--- src/rtl/alu_seq.sv ---
// Handshaked WIDTH-bit ALU with registered result/flags on a valid/ready pair.
// Define ALU_MUL_EN to add the iterative shift-add multiplier (op 1000).
module alu_seq #(
  parameter int WIDTH = 4
) (
  input  logic             clk,
  input  logic             rst_n,
  input  logic             in_valid,
  output logic             in_ready,
  input  logic [WIDTH-1:0] a,
  input  logic [WIDTH-1:0] b,
  input  logic [3:0]       op,
  output logic             out_valid,
  input  logic             out_ready,
  output logic [WIDTH-1:0] result,
  output logic             zero,
  output logic             carry,
  output logic             overflow
);

  typedef enum logic [1:0] {
    IDLE = 2'd0,
`ifdef ALU_MUL_EN
    BUSY = 2'd2,
`endif
    DONE = 2'd1
  } state_t;

  state_t           state_q;
  logic             ovalid_q;
  logic [WIDTH-1:0] res_q;
  logic             z_q;
  logic             c_q;
  logic             v_q;

  logic             accept;
  logic [WIDTH:0]   sum;
  logic [WIDTH:0]   dif;
  logic [WIDTH-1:0] alu_res;
  logic             alu_c;
  logic             alu_v;

`ifdef ALU_MUL_EN
  logic [2*WIDTH-1:0] acc_q;
  logic [2*WIDTH-1:0] mcand_q;
  logic [WIDTH-1:0]   mplier_q;
  logic [WIDTH-1:0]   cnt_q;
  logic [2*WIDTH-1:0] prod;

  assign prod = acc_q + (mplier_q[0] ? mcand_q : '0);
`endif

  assign in_ready  = (state_q == IDLE) ||
                     (state_q == DONE && out_ready);
  assign accept    = in_valid && in_ready;
  assign out_valid = ovalid_q;
  assign result    = res_q;
  assign zero      = z_q;
  assign carry     = c_q;
  assign overflow  = v_q;

  always_comb begin
    sum     = {1'b0, a} + {1'b0, b};
    dif     = {1'b0, a} - {1'b0, b};
    alu_res = '0;
    alu_c   = 1'b0;
    alu_v   = 1'b0;
    unique case (op)
      4'b0000: begin
        alu_res = sum[WIDTH-1:0];
        alu_c   = sum[WIDTH];
        alu_v   = (a[WIDTH-1] == b[WIDTH-1]) &&
                  (sum[WIDTH-1] != a[WIDTH-1]);
      end
      4'b0001: begin
        alu_res = dif[WIDTH-1:0];
        alu_c   = dif[WIDTH];
        alu_v   = (a[WIDTH-1] != b[WIDTH-1]) &&
                  (dif[WIDTH-1] != a[WIDTH-1]);
      end
      4'b0010: alu_res = ~a;
      4'b0011: alu_res = a & b;
      4'b0100: alu_res = a | b;
      4'b0101: alu_res = a ^ b;
      4'b0110: alu_res = WIDTH'($signed(a) < $signed(b));
      4'b0111: alu_res = WIDTH'(a == b);
      default: ;
    endcase
  end

  always_ff @(posedge clk or negedge rst_n) begin
    if (!rst_n) begin
      state_q  <= IDLE;
      ovalid_q <= 1'b0;
      res_q    <= '0;
      z_q      <= 1'b0;
      c_q      <= 1'b0;
      v_q      <= 1'b0;
`ifdef ALU_MUL_EN
      acc_q    <= '0;
      mcand_q  <= '0;
      mplier_q <= '0;
      cnt_q    <= '0;
`endif
    end else if (accept) begin
`ifdef ALU_MUL_EN
      if (op == 4'b1000) begin
        state_q  <= BUSY;
        ovalid_q <= 1'b0;
        acc_q    <= '0;
        mcand_q  <= {{WIDTH{1'b0}}, a};
        mplier_q <= b;
        cnt_q    <= '0;
      end else
`endif
      begin
        state_q  <= DONE;
        ovalid_q <= 1'b1;
        res_q    <= alu_res;
        z_q      <= (alu_res == '0);
        c_q      <= alu_c;
        v_q      <= alu_v;
      end
    end else begin
      unique case (state_q)
`ifdef ALU_MUL_EN
        BUSY: begin
          acc_q    <= prod;
          mcand_q  <= mcand_q << 1;
          mplier_q <= mplier_q >> 1;
          cnt_q    <= cnt_q + WIDTH'(1);
          // last multiplier bit folds in on the same edge as the load
          if (cnt_q == WIDTH'(WIDTH-1)) begin
            state_q  <= DONE;
            ovalid_q <= 1'b1;
            res_q    <= prod[WIDTH-1:0];
            z_q      <= (prod[WIDTH-1:0] == '0);
            c_q      <= |prod[2*WIDTH-1:WIDTH];
            v_q      <= 1'b0;
          end
        end
`endif
        DONE: begin
          if (out_ready) begin
            state_q  <= IDLE;
            ovalid_q <= 1'b0;
          end
        end
        default: ;
      endcase
    end
  end

endmodule
--- config.mk ---
export PLATFORM = sky130hd
export DESIGN_NAME = alu_seq
export DESIGN_NICKNAME = d
export VERILOG_FILES = /design/src/rtl/alu_seq.sv
export SDC_FILE = /design/constraint.sdc
export NUM_CORES = 1
export LEC_CHECK = 0
export CAP_MARGIN = 20
export CORE_MARGIN = 5
export CORE_UTILIZATION = 53
export CTS_CLUSTER_SIZE = 10
export DETAILED_ROUTE_END_ITERATION = 6
export GPL_ROUTABILITY_DRIVEN = 0
export HOLD_SLACK_MARGIN = 0.05
export PLACE_DENSITY_LB_ADDON = 0.1
export SYNTH_ARGS = -nofsm -noshare
export SYNTH_HDL_FRONTEND = slang
export SYNTH_SLANG_ARGS = --single-unit
--- constraint.sdc ---
create_clock -name clk -period 3.8 [get_ports clk]
set_clock_uncertainty 0.15 [all_clocks]
set_input_delay 1.14 -clock clk [delete_from_list [all_inputs] [get_ports clk]]
set_output_delay 1.14 -clock clk [all_outputs]
set_load 0.01 [all_outputs]
==> results by group, run 1 <==
STA
  • FMAX: roughly 0.28 GHz
  • RSZ-0062 raised after global routing: no
  • Final min period: 3.63 ns
  • Hold Fails Final Rpt: 0
  • Final worst path period share: between 90% and 100%
  • # setup viols final: 0
  • Setup TNS: 0 ns
  • Pins over their slew limit: 0
  • Worst slew margin: between 70% and 80%
  • Slew @ Worst Pin: 0.367 ns

Logic synthesis
  • Post-Synthesis Cells: between 100 and 150
  • Ys async rst share: 100%
  • Post-Synth Simple-Gate Area: a little over a fifth
  • Post-Synth Adder-Cell Area: 18.7%
  • Syn_area_per_cell: roughly 9 um2
  • Syn nets: approximately 150
  • Number of synthesized flops with an enable pin: 0
  • Largest family of logic cells by synthesized area: compound AO/OA/AOI/OAI gates
  • Sequential area share after synthesis: just under 20%
  • Synth unique cells: 47
  • Post-synthesis mux area share: ~2.1%
  • Xor-xnor portion of the synthesized cell area: ~1.7%
  • Fraction of the mapped netlist area in compound gates: roughly a quarter
  • Post-synth top flop: dfrtp_1
  • Post-Syn Area: between 1000 and 1500 um2
  • Flops & latches, synth: 8
  • Warnings, synthesis: 0

Placed design
  • DP Wirelength: slightly below 2000 um
  • Port-buffer cells: 24
  • Placed insts: 162

Critical path
  • Crit path max fanout: 4
  • Worst Path Required: ~2.5 ns
  • Crit path DAT: between 2 and 2.5 ns
  • CP Launch Type: input port
  • Setup CP Type: in -> out
  • CP Capture Type: output pin

Route
  • Post-route DRC violation count: 0
  • Vias per inst: between 5 and 6
  • Drt total wl: between 2000 and 2500 um
  • Initial DRC count: 22
  • Wire per inst: about 15 um
  • Total number of vias: roughly 960
  • Final ANT Viol Nets: 0
  • Initial DRT Pass Iterations: 4

Final layout
  • Area of the multi-input gates: slightly above 700 um2
  • Non-filler instance count after layout: approximately 170
  • Commonest non-fill, non-tap cell in the layout: clkdlybuf4s50_1
  • Register area: approximately 200 um2
  • ANT cells: 0
  • Fin nets: between 150 and 200
  • # fillers: 150
  • Layout cell share with drive strength beyond 1: between 10% and 20%
  • Most frequent cells in the layout: clkdlybuf4s50_1 (24), ha_1 (12), inv_1 (10), dfrtp_1 (8), nor2_1 (7)
  • Synth-to-layout area growth: 26.0%

Global route
  • Remaining global-route overflow: 0
  • Initial antenna violation count: 0
  • First-pass GRT wire length: 4110 um
  • All-Layer GR Usage: between 10% and 20%
  • Vias in the first global route: between 900 and 1000
  • Largest net degree at the start of global routing: 13

Clock tree
  • Clock slew at reported path FFs: 0.05 ns
  • Clock Tree Root: clkbuf_4
  • Post-cts repair resize count: 0
  • Htree depth: 1
  • CTS max path bufs: 2
  • Number of buffers created by CTS: 3
  • Skew-Pair Late Insertion Delay: approximately 0.25 ns
  • Post-CTS Setup Inserts: 0
  • Clock Sinks: 8
  • Hold bufs inserted after CTS: 0
  • TritonCTS clock tree: built

Power
  • PD cells: about 240 nW/um2
  • Leak: approximately 0.57 nW
  • Peak VDD IR: between 0.2 and 0.25 mV

Die
  • Die Footprint: 2890 um2
  • Die Y: approximately 54 um
  • Die width: around 54 um
  • Core area: between 1500 and 2000 um2
  • Initial Util: between 50% and 60%
  • I/O pins: 25
  • # rows: 15

Run
  • MaxCap Viol Count: 0

Status
  • Outcome: completed

Min path
  • Worst Hold Class: reg -> reg
routing by layer:
layer	vias up	wire length [um]	GRT usage [%]
met1	446	1090	25.5
met5	-	0	0
li1	471	-	-
met2	37	1180	31.5
met3	4	134	5.26
met4	0	29	2.55
where the power goes:
part / switching (mW) / internal, mW
clock network: 0.0283 / 0.0361
registers: 0.00505 / 0.0952
logic: 0.0697 / 0.0737
stage by stage:
stage	util [%]	hold WS [ns]	worst slack (ns)	power [mW]	area (um2)
CTS	71.8	0.337	0.153	0.312	1280
global route	71.8	0.354	0.109	0.335	1280
global placement	70.5	0.313	0.180	0.241	1260
finish	71.8	0.335	0.165	0.308	1280
floorplan	-	0.359	0.811	0.186	1020
detailed placement	70.5	0.325	0.121	0.245	1260
state kept, by name, summed over array words and instances, names as in the netlist:
name / flops
out_valid: 1
result: 4
carry: 1
zero: 1
overflow: 1
cell families after synthesis:
| group | Yosys count |
|---|---|
| DFF | 8 |
| buffers and inverters | 18 |
| adders and majority gates | 14 |
| muxes | 2 |
| and+or+nand+nor | 37 |
| xor gates and xnor gates | 2 |
| AOI/OAI and AO/OA | 35 |
critical path, cell delays in order:
cell	delay, ns
clkdlybuf4s50_1	0.46
nand2b_1	0.18
clkdlybuf4s50_1	0.57
worst paths after layout:
kind / endpoint / slack [ns] / cells past startpoint / start
min in group asynchronous: result[3]$_DFFE_PN0P_ / 1.02 / 1 / rst_n
hold reg to reg: zero$_DFFE_PN0P_ / 0.33 / 2 / zero$_DFFE_PN0P_
max in group asynchronous: zero$_DFFE_PN0P_ / 2.22 / 1 / rst_n
setup reg to reg: zero$_DFFE_PN0P_ / 2.06 / 4 / out_valid$_DFFE_PN0P_
setup / recovery: in_ready / 0.17 / 3 / out_ready
hold / removal: zero$_DFFE_PN0P_ / 0.33 / 2 / zero$_DFFE_PN0P_
layout make-up:
cell class              count  share of cell area [%]
multi-input cells          90                    55.8
repair buffers             28                    21.1
flip-flops and latches      8                    15.6
inverters                  11                    3.23
well taps                  25                    2.44
clock buffers               3                    1.76
Yosys cell counts (3+ instances only):
master / n / area [um2]
a21oi_1: 6 / 30.0
buf_6: 4 / 45.0
dfrtp_1: 8 / 200
ha_1: 12 / 150
inv_1: 10 / 37.5
nand2_1: 5 / 18.8
nand2b_1: 4 / 25.0
nor2_1: 7 / 26.3
nor3_1: 3 / 15.0
o31ai_1: 3 / 22.5
(Power assumes the default switching activity.)
==> run 2, diff against run 1 <==
--- a/config.mk
+++ b/config.mk
@@ -5,6 +5,7 @@
 export SDC_FILE = /design/constraint.sdc
 export NUM_CORES = 1
 export LEC_CHECK = 0
+export ABC_AREA = 1
 export CAP_MARGIN = 20
 export CORE_MARGIN = 5
 export CORE_UTILIZATION = 53
==> results by group, run 2 <==
STA
  • Worst slew margin: between 50 and 60%
  • Pins over their slew limit: 0
  • Slew @ Worst Pin: approximately 0.74 ns
  • FMAX: around 0.28 GHz
  • Setup TNS: 0 ns
  • RSZ-0062 raised after global routing: no
  • # setup viols final: 0
  • Final worst path period share: a little over nine tenths
  • Final min period: 3.57 ns
  • Hold Fails Final Rpt: 0

Power
  • Leak: 0.716 nW
  • PD cells: 239 nW/um2
  • Peak VDD IR: between 0.1 and 0.15 mV

Logic synthesis
  • Syn_area_per_cell: about 6.5 um2
  • Flops & latches, synth: 8
  • Sequential area share after synthesis: between 10% and 20%
  • Syn nets: approximately 190
  • Leading cell types by count after synthesis: nand2_1 (47), nor2_1 (20), inv_1 (18), nand3_1 (14), ha_1 (12)
  • Post-synth top flop: dfrtp_1
  • Synth unique cells: 21
  • Post-Syn Area: between 1000 and 1500 um2
  • Ys async rst share: between 90% and 100%
  • Post-synth top area cell: dfrtp_1
  • Number of synthesized flops with an enable pin: 0
  • Post-synth top area share: between 10% and 20%
  • Post-Synthesis Cells: 164
  • Warnings, synthesis: 0
  • Largest cells by area after synthesis: dfrtp_1 (19%), nand2_1 (17%), ha_1 (14%)
  • Most numerous cell in the Yosys netlist: nand2_1

Critical path
  • Crit path max fanout: 3
  • CP Launch Type: input port
  • CP Capture Type: output pin
  • Max stage delay on crit path: 0.55 ns
  • Crit path DAT: approximately 2.3 ns
  • CP max-delay cell: clkdlybuf4s50_1
  • Worst Path Required: ~2.5 ns
  • CP cell instances: clkdlybuf4s50_1 -> inv_1 -> nand2_1 -> clkdlybuf4s50_1
  • Crit path buf inv count: 3
  • Setup CP Type: in -> out
  • FF-to-FF path depth: 5
  • Crit-path most repeated cell: clkdlybuf4s50_1
  • Worst path top cell family by delay: buffers and inverters
  • Crit. path cell count: 4

Route
  • Post-route DRC violation count: 0
  • Vias per inst: 5.00
  • Total number of vias: ~1100
  • Wire per inst: about 11 um
  • Drt total wl: around 2400 um
  • Initial DRC count: 20
  • Final ANT Viol Nets: 0
  • Initial DRT Pass Iterations: 4

Global route
  • Largest net degree at the start of global routing: 12
  • Remaining global-route overflow: 0
  • First-pass GRT wire length: 4060 um
  • Vias in the first global route: roughly 1000
  • Initial antenna violation count: 0
  • All-Layer GR Usage: around a fifth

Final layout
  • Fin nets: between 200 and 250
  • ANT cells: 0
  • Commonest non-fill, non-tap cell in the layout: nand2_1
  • Final Cell Area: between 1000 and 1500 um2
  • Synth-to-layout area growth: 26.6%
  • Max reg flops: 4
  • # fillers: about 180
  • Most frequent cells in the layout: nand2_1 (47), clkdlybuf4s50_1 (24), nor2_1 (20), inv_1 (18), nand3_1 (14)
  • Layout cell share with drive strength beyond 1: 14.3%

Clock tree
  • Post-cts repair resize count: 0
  • Hold bufs inserted after CTS: 0
  • TritonCTS clock tree: built
  • Number of buffers created by CTS: 3
  • CTS max path bufs: 2
  • Clock Tree Root: clkbuf_4
  • Clock Sinks: 8
  • Post-CTS Setup Inserts: 0
  • Clock slew at reported path FFs: roughly 0.05 ns
  • Htree depth: 1
  • Skew-Pair Late Insertion Delay: 0.26 ns

Placed design
  • DP Wirelength: 2050 um
  • Placed instance area: 1320 um2
  • Port-buffer cells: 24

Die
  • Initial Util: a little over half
  • Core area: about 1900 um2
  • # rows: 16
  • Die width: 54.7 um
  • I/O pins: 25
  • Die Y: approximately 55 um
  • Die Footprint: around 3000 um2

Status
  • Outcome: completed

Min path
  • Hold path depth: 2
  • Worst Hold Class: reg -> reg

Run
  • MaxCap Viol Count: 0
[run 2: stage by stage]
step           utilization (%)  hold slack, ns  cells  power (mW)  setup WS [ns]
6_report                  69.0           0.337    216       0.320          0.230
4_1_cts                   69.0           0.341    216       0.322          0.224
5_1_grt                   69.0           0.356    216       0.346          0.190
2_1_floorplan                -           0.365    164       0.192           1.20
3_5_place_dp              67.8           0.328    213       0.256          0.221
3_3_place_gp              67.8           0.314    213       0.252          0.248
[run 2: where the power goes]
part | switching (mW) | internal (mW) | total [mW]
clock | 0.0304 | 0.0362 | 0.0667
sequential | 0.00599 | 0.0976 | 0.104
combinational | 0.0806 | 0.0695 | 0.150
[run 2: worst paths after layout]
kind	slack, ns	to	start
setup / recovery	0.23	in_ready	out_ready
hold / removal	0.34	overflow$_DFFE_PN0P_	overflow$_DFFE_PN0P_
setup reg to reg	2.56	result[2]$_DFFE_PN0P_	out_valid$_DFFE_PN0P_
hold reg to reg	0.34	overflow$_DFFE_PN0P_	overflow$_DFFE_PN0P_
max in group asynchronous	2.24	carry$_DFFE_PN0P_	rst_n
min in group asynchronous	1.00	out_valid$_DFFE_PN0P_	rst_n
[run 2: cell families after synthesis]
logic type | Yosys count | share of synthesized area, %
AOI/OAI and AO/OA | 12 | 6.27
xor gates and xnor gates | 1 | 0.828
adders and majority gates | 14 | 18.0
buffers and inverters | 26 | 9.93
DFF | 8 | 18.9
and+or+nand+nor | 103 | 46.1
[run 2: final cells by class]
| class | count | area, um2 | area share [%] |
|---|---|---|---|
| clock buffers | 3 | 22.5 | 1.68 |
| well taps | 27 | 33.8 | 2.52 |
| flip-flops and latches | 8 | 200 | 14.9 |
| repair buffers | 24 | 240 | 17.9 |
| inverters | 24 | 90.1 | 6.72 |
| multi-input cells | 130 | 753 | 56.2 |
[run 2: layer usage]
| layer | GRT usage [%] | part of all wire (%) | routed length, um |
|---|---|---|---|
| met2 | 32.9 | 48 | 1160 |
| met5 | 0 | 0 | 0 |
| met1 | 22.7 | 43 | 1040 |
| met3 | 0.817 | 5.7 | 137 |
| met4 | 9.13 | 2.7 | 64 |
[run 2: tightest hold or removal path: stages (launching register included)]
cell     delay (ns)
dfrtp_1        0.34
nand2_1        0.05
nand2_1        0.06
==> run 3, diff against run 2 <==
--- a/config.mk
+++ b/config.mk
@@ -7,8 +7,9 @@
 export LEC_CHECK = 0
 export ABC_AREA = 1
 export CAP_MARGIN = 20
-export CORE_MARGIN = 5
-export CORE_UTILIZATION = 53
+export CORE_ASPECT_RATIO = 0.7
+export CORE_MARGIN = 3
+export CORE_UTILIZATION = 50
 export CTS_CLUSTER_SIZE = 10
 export DETAILED_ROUTE_END_ITERATION = 6
 export GPL_ROUTABILITY_DRIVEN = 0
==> constraint.sdc (replaced) <==
create_clock -name clk -period 3.9 [get_ports clk]
set_clock_uncertainty 0.15 [all_clocks]
set_input_delay 1.17 -clock clk [delete_from_list [all_inputs] [get_ports clk]]
set_output_delay 1.17 -clock clk [all_outputs]
set_load 0.01 [all_outputs]
==> results by group, run 3 (synthesis results as in run 2) <==
Die
  • Die Y: 44.5 um
  • I/O pins: 25
  • Die width: between 60 and 70 um
  • Die Footprint: 2710 um2
  • Core area: around 1900 um2
  • Initial Util: approximately 55%
  • # rows: 13

Power
  • Leak: slightly above 0.7 nW
  • Logic gate share of total power: roughly 47%
  • Int Pwr: between 0.15 and 0.2 mW
  • P_sw: 0.119 mW
  • Flop pwr share: roughly a third
  • Switching share of power: 37.5%
  • Peak VDD IR: between 0.1 and 0.15 mV
  • PD cells: ~240 nW/um2
  • Clock power frac: 21.5%

Final layout
  • Layout cell share with drive strength beyond 1: 14.3%
  • # fillers: between 150 and 200
  • Fin nets: approximately 220
  • Final core utilization: 68.9%
  • ANT cells: 0
  • Synth-to-layout area growth: 26.0%
  • Max reg flops: 4
  • Register area: about 200 um2
  • Most frequent cells in the layout: nand2_1 (47), clkdlybuf4s50_1 (24), nor2_1 (20), inv_1 (18), nand3_1 (14)
  • Area of the multi-input gates: 753 um2
  • Final Cell Area: between 1000 and 1500 um2
  • Commonest non-fill, non-tap cell in the layout: nand2_1

Route
  • Initial DRT Pass Iterations: 4
  • Drt total wl: between 2000 and 3000 um
  • Total number of vias: about 1100
  • Vias per inst: 5.26
  • Initial DRC count: between 60 and 70
  • Final ANT Viol Nets: 0
  • Wire per inst: 12.0 um
  • Post-route DRC violation count: 0

Run
  • MaxCap Viol Count: 0

Clock tree
  • Hold bufs inserted after CTS: 0
  • Clock Sinks: 8
  • Post-cts repair resize count: 0
  • Post-CTS Setup Inserts: 0
  • Number of buffers created by CTS: 3
  • Skew-Pair Late Insertion Delay: 0.26 ns
  • Clock Tree Root: clkbuf_4
  • Clock slew at reported path FFs: around 0.060 ns
  • Htree depth: 1
  • TritonCTS clock tree: built
  • CTS max path bufs: 2

Global route
  • Initial antenna violation count: 0
  • Vias in the first global route: around 930
  • Largest net degree at the start of global routing: 12
  • All-Layer GR Usage: between 20% and 30%
  • First-pass GRT wire length: around 4000 um
  • Remaining global-route overflow: 0

STA
  • # setup viols final: 0
  • Worst slew margin: between 40 and 50%
  • Setup TNS: 0 ns
  • Final worst path period share: 93.5%
  • Setup WS post-layout: about 0.25 ns
  • Slew @ Worst Pin: between 0.7 and 0.8 ns
  • Hold Fails Final Rpt: 0
  • RSZ-0062 raised after global routing: no
  • Pins over their slew limit: 0
  • Final min period: roughly 3.6 ns
  • FMAX: 0.274 GHz

Critical path
  • Worst Path Required: approximately 2.6 ns
  • Crit path max fanout: 3
  • CP Capture Type: output pin
  • CP Launch Type: input port
  • Crit path DAT: between 2 and 2.5 ns
  • Setup CP Type: in -> out

Placed design
  • Port-buffer cells: 24
  • Placed instance area: roughly 1300 um2
  • DP Wirelength: 2090 um
  • Worst slack, placed: between 0.2 and 0.3 ns

Min path
  • Worst Hold Class: reg -> reg

Status
  • Outcome: completed
## run 3: cell counts in the layout (fill, tap and decap cells not counted)
No cell type changed its count.
## run 3: worst max-delay path, stage by stage
cell and delay [ns]:
clkdlybuf4s50_1 0.46, inv_1 0.04, nand2_1 0.10, clkdlybuf4s50_1 0.56
## run 3: through the flow
| stage | instances | hold WS [ns] | total power, mW |
|---|---|---|---|
| after CTS | 211 | 0.330 | 0.319 |
| after global placement | 208 | 0.315 | 0.247 |
| after global routing | 211 | 0.343 | 0.338 |
| after detailed placement | 208 | 0.314 | 0.250 |
| final | 211 | 0.328 | 0.318 |
| after floorplan | 164 | 0.365 | 0.187 |
## run 3: layer usage
metal	track usage [%]	vias to the layer above	wire length (um)
met1	28.5	506	1230
met2	31.3	37	1140
met4	5.19	0	36
met5	0	-	0
li1	-	561	-
met3	3.50	5	136
## run 3: area by class of cell
type	instances	share of cell area, %
multi-input cells	130	56.5
repair buffers	24	18.0
flip-flops and latches	8	15.0
inverters	24	6.75
well taps	22	2.06
clock buffers	3	1.69
## run 3: path summary, 6_finish.rpt
check	cells after the start	from	slack [ns]	end
setup / recovery	4	out_ready	0.25	in_ready
hold / removal	2	zero$_DFFE_PN0P_	0.33	zero$_DFFE_PN0P_
max in group asynchronous	1	rst_n	2.30	result[3]$_DFFE_PN0P_
setup reg to reg	5	out_valid$_DFFE_PN0P_	2.64	result[2]$_DFFE_PN0P_
hold reg to reg	2	zero$_DFFE_PN0P_	0.33	zero$_DFFE_PN0P_
min in group asynchronous	1	rst_n	1.03	overflow$_DFFE_PN0P_
## run 3: power groups by stage
stage,combinational [mW],clock (mW),sequential (mW)
finish,0.148,0.0682,0.101
global route,0.165,0.0704,0.102
CTS,0.148,0.0696,0.101
detailed placement,0.148,0,0.103
global placement,0.144,0,0.102
floorplan,0.0781,0,0.109
